**src/rtl/plru_array_ctrl_pkg.sv**
```systemverilog
// Shared types for the PLRU replacement controller.
//   lc3b_plru    : 3-bit tree PLRU entry {b2 root, b1 ways 1/0, b0 ways 3/2}
//   lc3b_way     : 2-bit binary way index
//   plru_state_e : replacement FSM states
//   plru_victim  : tree victim decode of one entry
package plru_array_ctrl_pkg;

  typedef logic [2:0] lc3b_plru;
  typedef logic [1:0] lc3b_way;

  typedef enum logic [1:0] {
    IDLE,
    LOOKUP,
    HOLD,
    UPDATE
  } plru_state_e;

  // b2 set means the victim lies in ways 2/3; b0/b1 pick within the half.
  function automatic lc3b_way plru_victim(input lc3b_plru e);
    if (e[2]) begin
      return e[0] ? 2'd3 : 2'd2;
    end else begin
      return e[1] ? 2'd1 : 2'd0;
    end
  endfunction

endpackage

```
**src/rtl/plru_next_state.sv**
```systemverilog
// Combinational MRU update of one tree PLRU entry.
// Ports:
//   entry      in   3  current PLRU entry
//   way        in   2  way just used (becomes MRU)
//   next_entry out  3  updated entry; the untouched sub-tree bit is preserved
// Victim decode of an entry is the package function plru_victim.
module plru_next_state
  import plru_array_ctrl_pkg::*;
(
  input  logic [2:0] entry,
  input  logic [1:0] way,
  output logic [2:0] next_entry
);

  // Point the root and the used half's bit away from the way just touched.
  always_comb begin
    next_entry = entry;
    unique case (way)
      2'd0:    next_entry = {2'b11, entry[0]};
      2'd1:    next_entry = {2'b10, entry[0]};
      2'd2:    next_entry = {1'b0, entry[1], 1'b1};
      default: next_entry = {1'b0, entry[1], 1'b0};
    endcase
  end

endmodule

```
**src/rtl/plru_array_ctrl.sv**
```systemverilog
// Per-set 4-way tree PLRU store and victim-selection controller.
// Records every hit/fill as MRU and hands a victim way to the cache FSM over a
// req/ack handshake (IDLE -> LOOKUP -> HOLD -> UPDATE -> IDLE).
// Ports:
//   clk, reset          clock; synchronous active-high reset
//   acc_valid/set/way   hit on (set, way): mark MRU on the next edge, any state
//   repl_req/repl_set   victim request, accepted only in IDLE
//   fill_done           fill of repl_way complete, honoured only in HOLD
//   repl_ack            repl_way valid and frozen (HOLD)
//   repl_way            victim way
//   busy                FSM not in IDLE
//   way_valid           (PLRU_INVALID_FIRST_EN only) valid bits of the held set
// Config macro: PLRU_INVALID_FIRST_EN -- prefer the lowest invalid way as victim.
module plru_array_ctrl
  import plru_array_ctrl_pkg::*;
#(
  parameter int unsigned NUM_SETS = 8
) (
  input  logic                        clk,
  input  logic                        reset,
  input  logic                        acc_valid,
  input  logic [$clog2(NUM_SETS)-1:0] acc_set,
  input  logic [1:0]                  acc_way,
  input  logic                        repl_req,
  input  logic [$clog2(NUM_SETS)-1:0] repl_set,
  input  logic                        fill_done,
`ifdef PLRU_INVALID_FIRST_EN
  input  logic [3:0]                  way_valid,
`endif
  output logic                        repl_ack,
  output logic [1:0]                  repl_way,
  output logic                        busy
);

  localparam int unsigned SET_W = $clog2(NUM_SETS);

  plru_state_e      state_q, state_d;
  logic [SET_W-1:0] held_set_q, held_set_d;
  lc3b_way          repl_way_q, repl_way_d;
  lc3b_plru         entry_q [NUM_SETS];

  lc3b_plru acc_next;    // access entry after the MRU update
  lc3b_plru held_eff;    // held-set entry including a same-cycle access
  lc3b_plru upd_next;    // held_eff with repl_way made MRU
  lc3b_way  victim;

  plru_next_state u_acc_next (
    .entry      (entry_q[acc_set]),
    .way        (acc_way),
    .next_entry (acc_next)
  );

  // Same-cycle access to the held set is folded in first, so neither the
  // LOOKUP victim nor the UPDATE write loses that access.
  always_comb begin
    held_eff = entry_q[held_set_q];
    if (acc_valid && (acc_set == held_set_q)) begin
      held_eff = acc_next;
    end
  end

  plru_next_state u_upd_next (
    .entry      (held_eff),
    .way        (repl_way_q),
    .next_entry (upd_next)
  );

`ifdef PLRU_INVALID_FIRST_EN
  always_comb begin
    victim = plru_victim(held_eff);
    if (!way_valid[0]) begin
      victim = 2'd0;
    end else if (!way_valid[1]) begin
      victim = 2'd1;
    end else if (!way_valid[2]) begin
      victim = 2'd2;
    end else if (!way_valid[3]) begin
      victim = 2'd3;
    end
  end
`else
  always_comb begin
    victim = plru_victim(held_eff);
  end
`endif

  always_comb begin
    state_d    = state_q;
    held_set_d = held_set_q;
    repl_way_d = repl_way_q;
    unique case (state_q)
      IDLE: begin
        if (repl_req) begin
          held_set_d = repl_set;
          state_d    = LOOKUP;
        end
      end
      LOOKUP: begin
        repl_way_d = victim;
        state_d    = HOLD;
      end
      HOLD: begin
        if (fill_done) begin
          state_d = UPDATE;
        end
      end
      default: begin
        state_d = IDLE;
      end
    endcase
  end

  always_ff @(posedge clk) begin
    if (reset) begin
      state_q    <= IDLE;
      held_set_q <= '0;
      repl_way_q <= '0;
    end else begin
      state_q    <= state_d;
      held_set_q <= held_set_d;
      repl_way_q <= repl_way_d;
    end
  end

  // UPDATE write to the held set already contains any same-cycle access to it;
  // an access to another set in that cycle proceeds independently.
  always_ff @(posedge clk) begin
    if (reset) begin
      for (int i = 0; i < NUM_SETS; i++) begin
        entry_q[i] <= '0;
      end
    end else begin
      for (int i = 0; i < NUM_SETS; i++) begin
        if ((state_q == UPDATE) && (held_set_q == SET_W'(i))) begin
          entry_q[i] <= upd_next;
        end else if (acc_valid && (acc_set == SET_W'(i))) begin
          entry_q[i] <= acc_next;
        end
      end
    end
  end

  assign repl_ack = (state_q == HOLD);
  assign repl_way = repl_way_q;
  assign busy     = (state_q != IDLE);

endmodule
```
**config.mk**
```make
export PLATFORM = sky130hd
export DESIGN_NAME = plru_array_ctrl
export DESIGN_NICKNAME = d
export VERILOG_FILES = /design/src/rtl/plru_array_ctrl_pkg.sv /design/src/rtl/plru_next_state.sv /design/src/rtl/plru_array_ctrl.sv
export SDC_FILE = /design/constraint.sdc
export NUM_CORES = 1
export LEC_CHECK = 0
export CORE_ASPECT_RATIO = 1.5
export CORE_MARGIN = 3
export CORE_UTILIZATION = 50
export DETAILED_ROUTE_END_ITERATION = 12
export PLACE_DENSITY = 0.7
export SLEW_MARGIN = 20
export SYNTH_ARGS = -nofsm -noshare
export SYNTH_HDL_FRONTEND = slang
export SYNTH_SLANG_ARGS = --single-unit
export TNS_END_PERCENT = 5
```
**constraint.sdc**
```tcl
create_clock -name clk -period 5.9 [get_ports clk]
set_input_delay 0.59 -clock clk [delete_from_list [all_inputs] [get_ports clk]]
set_output_delay 0.59 -clock clk [all_outputs]
set_load 0.01 [all_outputs]
```
### Word level (Yosys, flattened, before mapping)

Memory sizes are Yosys's and may differ from the RTL's. A register that Yosys moved wholly into a read port is not among the register bits.
Cells that the tools add are included.

* bits in registers: 7
* bits in writable memories: 24
* bits of input ports: 13
* output and inout port bits: 4
* word-level logic and storage cells: 154
* memories: 1

* eq/ne operators: 24
* mux-type cells: 85
* bitwise operators: 16
* reductions and logical operators: 25

Memory list
* entry_q: depth 8, bits a word 3, read ports 2, clocked after memory_dff 1, write ports 8, RTL line plru_array_ctrl.sv:40 `lc3b_plru entry_q [NUM_SETS];`

Operator list (count)
* $mux W1: 60
* $mux W3: 19
* $eq A3 B3 Y1 const B: 8
* $pmux W3 S3: 2
* $logic_and A1 B1 Y1: 17
* $or A1 B1 Y1: 16
* $eq A3 B2 Y1 const B: 4
* $eq A2 B2 Y1 const B: 4
* $eq A2 B1 Y1 const B: 3
* $eq A3 B1 Y1 const B: 2
* $logic_not A2 Y1: 3
* $logic_not A3 Y1: 2
* $mux W2: 3
* $pmux W2 S3: 1
* $ne A2 B2 Y1 const B: 2
* $reduce_and A2 Y1: 2
* $eq A3 B3 Y1: 1
* $reduce_bool A2 Y1: 1

### Longest topological paths before layout

Gate-level depths: netlist of run 1.

* depth in word-level cells: 7
* gate-level depth with buffers: 7
* depth with buffers taken out: 7

### Hierarchy

From an unflattened synthesis of run 1, not the netlist that was laid out.

* cells, all modules: 191
* area total of the unflattened synthesis: 2139.6 um^2

Modules (own cells, without submodules)
* plru_array_ctrl: times used 1, cells an instance 181, area each 2092.0 um^2, sequential area each 920.9 um^2
* plru_next_state: times used 2, cells an instance 5, area each 23.8 um^2, sequential area each 0.0 um^2

### Worst setup path before layout of run 1

No wires, ideal clock.

* path type: in2reg
* start: in acc_set[1]
* end: mem entry_q[0][1] in the netlist's numbering (data pin)
* setup time: 0.177 ns
* arrival time: 2.243 ns
* data required time: 5.723 ns
* slack: 3.481 ns
* cell stages on the path: 7
* path buffers: 2
* cell sequence: buf_6 > buf_12 > mux2i_1 > mux4_2 > o21a_4 > or3_2 > o32ai_1

RTL lines
* start: declaration: RTL line plru_array_ctrl.sv:22 `input logic [$clog2(NUM_SETS)-1:0] acc_set,`
* end: declaration: RTL line plru_array_ctrl.sv:40

==> results of run 1 <==
worst max-delay path by stage:
stage / startpoint / end / slack, ns / cells after the start
after detailed placement: acc_set[1] / repl_way[0] / 2.55 / 6
after CTS: acc_set[1] / repl_way[0] / 2.82 / 6
after floorplan: acc_set[1] / entry_q[0][1] / 3.48 / 7
after global routing: acc_set[1] / entry_q[2][0] / 2.61 / 6
after global placement: acc_set[1] / repl_way[0] / 2.61 / 6
final: acc_set[1] / entry_q[2][0] / 2.69 / 6
placed cells by master (no fill, tap or decap), types with 6 or more instances in the layout:
master	count
a21oi_1	7
a31oi_1	7
clkdlybuf4s50_1	16
dfxtp_1	10
edfxtp_1	24
inv_1	6
mux2i_1	14
nand2_1	19
nand3_1	7
nor2_1	20
o22ai_1	11
o32ai_1	8
cell usage after synthesis (all sizes together) (5+ instances only):
library cell	n
edfxtp	24
nor2	20
nand2	19
mux2i	14
o22ai	11
dfxtp	10
clkbuf	9
mux4	9
o32ai	8
a21oi	7
a31oi	7
nand3	7
inv	6
buf	5
nand2b	5
critical path, cell delays in order:
cell and delay [ns]:
clkdlybuf4s50_1 0.97, mux2i_1 0.16, mux4_1 0.57, o211ai_1 0.23
a31oi_1 0.33, o32ai_1 0.43
stage by stage:
step	worst slack [ns]	hold slack (ns)	cells	area, sq um	total power, mW
2_1_floorplan	3.48	0.518	199	2160	0.512
3_3_place_gp	2.61	0.549	247	2270	0.583
3_5_place_dp	2.55	0.564	247	2270	0.594
4_1_cts	2.82	0.573	255	2380	0.796
5_1_grt	2.61	0.597	255	2380	0.832
6_report	2.69	0.563	255	2380	0.794
area by class of cell:
| cell class | count | area share [%] |
|---|---|---|
| well taps | 45 | 2.37 |
| clock buffers | 7 | 3.21 |
| flip-flops and latches | 34 | 38.7 |
| repair buffers | 17 | 7.05 |
| multi-input cells | 145 | 46.4 |
| clock inverters | 1 | 1.26 |
| inverters | 6 | 0.947 |
cells by family after synthesis:
| family | share of synthesized area, % |
|---|---|
| XOR/XNOR | 1.22 |
| flip-flops | 42.7 |
| AO/OA/AOI/OAI | 15.7 |
| buffers and inverters | 6.20 |
| AND/OR/NAND/NOR | 15.3 |
| adder cells (fa/ha/maj) | 2.32 |
| multiplexers | 16.6 |
sequential cells by signal (all words and copies together), names as in the netlist, named ones only:
signal      count
entry_q        24
held_set_q      3
repl_way        2
state_q         2
metal layers:
metal,track usage (%),vias to the layer above,wire length (microns)
li1,-,788,-
met1,24.4,815,1820
met2,37.1,98,2710
met3,3.58,16,334
met4,8.47,0,162
met5,0,-,0
power groups by stage:
stage | Clock, mW | Sequential (mW) | Combinational (mW)
final | 0.203 | 0.339 | 0.252
after global routing | 0.215 | 0.344 | 0.273
after CTS | 0.205 | 0.339 | 0.251
after detailed placement | 0 | 0.344 | 0.250
after global placement | 0 | 0.342 | 0.241
after floorplan | 0 | 0.318 | 0.194
==> impl_metrics.py, run 1 <==
metrics = {
    "die": {
        "rows": 28,
        "die_area_sq_mm": 0.00516,
        "ios": 17,
        "design.core.area_sq_mm": 0.00406,
        "fp.dieW_microns": 59.6,
        "dieHeight_microns": 86.5,
        "start_util_pct": 53.1,
    },
    "worst_hold_path": {
        "whs_endpoint": "state_q[0]",
        "hold_depth": 2,
        "min_from": "state_q[0]",
        "hp-class": "reg2reg",
    },
    "finish": {
        "seq_area_sq_um": 921,
        "layout-drive-gt1-share_pct": 9.05,
        "fin_util_pct": 58.5,
        "area_growth_pct": 10.1,
        "fin_nets": 226,
        "multiInputGateArea_sq_mm": 0.00110,
        "diodes": 0,
        "nFillCells": 346,
    },
    "power_and_ir_drop": {
        "switching_share_pct": 32.3,
        "switching_power_mw": 0.257,
        "vdd_ir_drop_max_uv": 260,
        "intPower_mw": 0.537,
        "p_comb_share_pct": 31.7,
        "leakage_nw": 0.852,
        "powerDensity_mw_per_mm2": 334,
        "pwr-share-clk_pct": 25.6,
        "seq_power_share_pct": 42.7,
    },
    "setup_path": {
        "cp.arrival_ns": 3.29,
        "end_kind": "register",
        "critPathLaunchType": "input port",
        "rr_worst_depth": 5,
        "cp_max_fo": 17,
        "reg2reg_to": "entry_q[2][0]",
        "r2r_slack_ns": 3.23,
        "worstPathRequired_ns": 5.97,
        "critPathKind": "in2reg",
    },
    "drt": {
        "final_antenna_net_count": 0,
        "drc_errors": 0,
        "drtIter0Drc": 120,
        "viasPerCell": 6.73,
        "num_vias": 1717,
        "wl_per_cell_microns": 19.7,
        "wl_microns": 5020,
        "dr.pass1.iters": 5,
    },
    "job": {
        "maxCapViolations": 0,
    },
    "logic_synthesis": {
        "synth.largest_area_cell": "edfxtp_1",
        "ys_seq_area_share_pct": 42.7,
        "netlist_top_cells_area": "edfxtp_1 33%, dfxtp_1 9.3%, mux2i_1 6.5%",
        "async_flop_share_pct": 0,
        "synth_edf_count": 24,
        "yosys_warnings": 0,
        "ys_seq_elements": 34,
        "netlist_instances": 199,
        "synth_ff_type": "edfxtp_1",
        "synth.distinct_cells": 41,
        "synthesis.nets": 216,
        "syn_area_sq_mm": 0.00216,
        "synth_area_per_cell_sq_um": 10.8,
        "yosysTopAreaCellShare_pct": 33.4,
    },
    "sta": {
        "rsz0062_at_grt": "no",
        "slew_headroom_pct": 45.4,
        "setup_viol": 0,
        "tns_ns": 0,
        "clock_skew_ns": 0.00375,
        "finalCriticalPeriod_ns": 3.21,
        "fmax_mhz": 311,
        "report.final.slew_viol_count": 0,
        "worstMarginPinSlew_ns": 0.816,
        "period_share_pct": 54.5,
        "timing.final.hold_violations": 0,
    },
    "clock_network": {
        "post_cts_buffers": 0,
        "cts.clk_slew.worst_paths_ns": 0.06,
        "numCtsBuffers": 5,
        "cts_tree": "built",
        "clockBufferDepth": 2,
        "root_buffer": "clkbuf_8",
        "cts_num_sinks": 34,
        "cts_max_level": 2,
        "insertion_delay_ns": 0.28,
        "cts_resized": 0,
        "ctsHoldBuffers": 0,
    },
    "placement": {
        "io_buffers": 16,
        "dp_hpwl_microns": 3950,
        "gp_congestion": 1.07,
    },
    "grt": {
        "grt_pass1_vias": 1640,
        "grt_overflow": 0,
        "antenna_found_initial": 0,
        "grt_pass1_wl_microns": 8090,
        "groute.usage.overall_pct": 21.0,
        "grt_max_degree": 37,
    },
    "outcome": {
        "outcome": "finished clean",
    },
}
Power figures use the tool's default switching activity.
==> run 2, diff against run 1 <==
PLACE_DENSITY = 0.73   (was 0.7)
clock period = 2.9 ns   (was 5.9 ns; I/O delays follow)
==> run 2 against run 1 <==
  * Die area is the same
  * Clock skew is 0.0044 ns higher
  * Non-clock buffer count increased by 5
  * Final area is 1.6% higher
  * Worst setup slack got worse by 2.4 ns
  * Via count up 1.3%
  * Routed wire length is 7.1% higher
  * Register-to-register slack got worse by 2.6 ns
  * Largest cell class unchanged
  * Clock power is 110% higher
  * Flip-flop and latch count stayed put
==> impl_metrics.py, run 2 (synthesized netlist as in run 1, its figures left out) <==
metrics = {
    "outcome": {
        "outcome": "finished clean",
    },
    "setup_path": {
        "critPathLaunchType": "input port",
        "end_kind": "register",
        "cp.arrival_ns": 2.70,
        "slowest_delay_ns": 0.77,
        "cp_max_fo": 9,
        "r2r_slack_ns": 0.63,
        "worstPathRequired_ns": 2.98,
        "critPathKind": "in2reg",
        "rr_worst_depth": 6,
        "reg2reg_to": "entry_q[2][1]",
        "crit_slowest_cell": "clkdlybuf4s50_1",
        "worstPathCellList": "clkdlybuf4s50_1 -> mux2i_1 -> mux4_2 -> o21a_4 -> or3_2 -> o32ai_1",
    },
    "grt": {
        "grt_max_degree": 26,
        "antenna_found_initial": 0,
        "grt_pass1_vias": 1747,
        "grt_pass1_wl_microns": 8760,
        "groute.usage.overall_pct": 23.1,
        "grt_overflow": 0,
    },
    "die": {
        "fp.dieW_microns": 59.6,
        "ios": 17,
        "rows": 28,
        "dieHeight_microns": 86.5,
        "die_area_sq_mm": 0.00516,
        "start_util_pct": 53.1,
        "design.core.area_sq_mm": 0.00406,
    },
    "finish": {
        "regMostFlops": "entry_q",
        "nFillCells": 348,
        "multiInputGateArea_sq_mm": 0.00110,
        "final_area_sq_mm": 0.00241,
        "final_common_cell": "edfxtp_1",
        "layout-drive-gt1-share_pct": 11.2,
        "seq_area_sq_um": 921,
        "area_growth_pct": 11.9,
        "largest_reg_flops": 24,
        "fin_nets": 231,
        "diodes": 0,
        "reg_top3": "entry_q (24), held_set_q (3)",
        "layout_common_cells": "24 x edfxtp_1, 20 x nor2_1, 19 x nand2_1",
    },
    "power_and_ir_drop": {
        "p_total_mw": 1.67,
        "leakage_nw": 0.876,
        "powerDensity_mw_per_mm2": 689,
        "vdd_ir_drop_max_uv": 582,
    },
    "clock_network": {
        "cts_max_level": 2,
        "ctsHoldBuffers": 0,
        "cts_tree": "built",
        "root_buffer": "clkbuf_8",
        "cts_resized": 0,
        "cts.clk_slew.worst_paths_ns": 0.07,
        "insertion_delay_ns": 0.28,
        "cts_num_sinks": 34,
        "clockBufferDepth": 2,
        "post_cts_buffers": 0,
        "numCtsBuffers": 5,
    },
    "drt": {
        "wl_microns": 5380,
        "drc_errors": 0,
        "final_antenna_net_count": 0,
        "viasPerCell": 6.69,
        "drtIter0Drc": 101,
        "wl_per_cell_microns": 20.7,
        "num_vias": 1740,
        "dr.pass1.iters": 5,
    },
    "sta": {
        "tns_ns": 0,
        "finalCriticalPeriod_ns": 2.61,
        "slew_headroom_pct": 61.0,
        "worstMarginPinSlew_ns": 0.579,
        "period_share_pct": 90.1,
        "rsz0062_at_grt": "no",
        "fmax_mhz": 383,
        "report.final.slew_viol_count": 0,
        "clock_skew_ns": 0.00818,
        "setup_viol": 0,
        "timing.final.hold_violations": 0,
        "whs_ns": 0.569,
    },
    "placement": {
        "placedInstanceArea_sq_mm": 0.00231,
        "io_buffers": 16,
        "dp_hpwl_microns": 4130,
        "gp_congestion": 0.926,
    },
    "worst_hold_path": {
        "hold_depth": 2,
        "min_from": "repl_way[0]",
        "whs_endpoint": "repl_way[0]",
        "hp-class": "reg2reg",
    },
    "job": {
        "maxCapViolations": 0,
    },
}
run 2: worst max path at each step:
| stage | start | to | slack (ns) |
|---|---|---|---|
| floorplan | register | entry_q[5][0] | 0.68 |
| global placement | acc_set[1] | entry_q[1][1] | 0.16 |
| detailed placement | acc_set[1] | entry_q[0][1] | 0.04 |
| CTS | acc_set[1] | entry_q[2][1] | 0.31 |
| global route | acc_set[1] | entry_q[1][0] | 0.18 |
| finish | acc_set[1] | entry_q[2][1] | 0.29 |
run 2: stage by stage:
| stage | util [%] | cells | setup slack, ns |
|---|---|---|---|
| 4_1_cts | 59.4 | 260 | 0.305 |
| 3_5_place_dp | 56.8 | 252 | 0.0397 |
| 2_1_floorplan | - | 199 | 0.679 |
| 3_3_place_gp | 56.8 | 252 | 0.164 |
| 5_1_grt | 59.4 | 260 | 0.176 |
| 6_report | 59.4 | 260 | 0.286 |
run 2: power by group:
| part | internal [mW] | switching (mW) |
|---|---|---|
| sequential | 0.599 | 0.0929 |
| clock | 0.257 | 0.163 |
| combinational | 0.261 | 0.292 |
| total | 1.12 | 0.548 |
run 2: metal layers:
layer,up-vias,wire length [microns],track usage [%]
met1,840,1900,26.4
met3,23,303,2.83
met2,81,2940,40.4
met5,-,0,0
met4,0,233,12.9
li1,796,-,-
run 2: critical path: cells and delay by family:
family,cells,cell delay [ns]
buffers and inverters,1,0.77
multiplexers,2,0.71
AND/OR/NAND/NOR,1,0.51
AO/OA/AOI/OAI,2,0.41
run 2: layout make-up:
cell class / count / share of cell area, %
inverter: 6 / 0.933
multi-input combinational: 145 / 45.7
clock buffer: 7 / 3.16
tap: 45 / 2.33
timing repair buffer: 22 / 8.50
sequential: 34 / 38.1
clock inverter: 1 / 1.24
==> run 3, diff against run 2 <==
CTS_CLUSTER_DIAMETER = 80   (was unset)
==> results of run 3 <==
The final DEF is identical to that of run 2; final timing and power are the same.
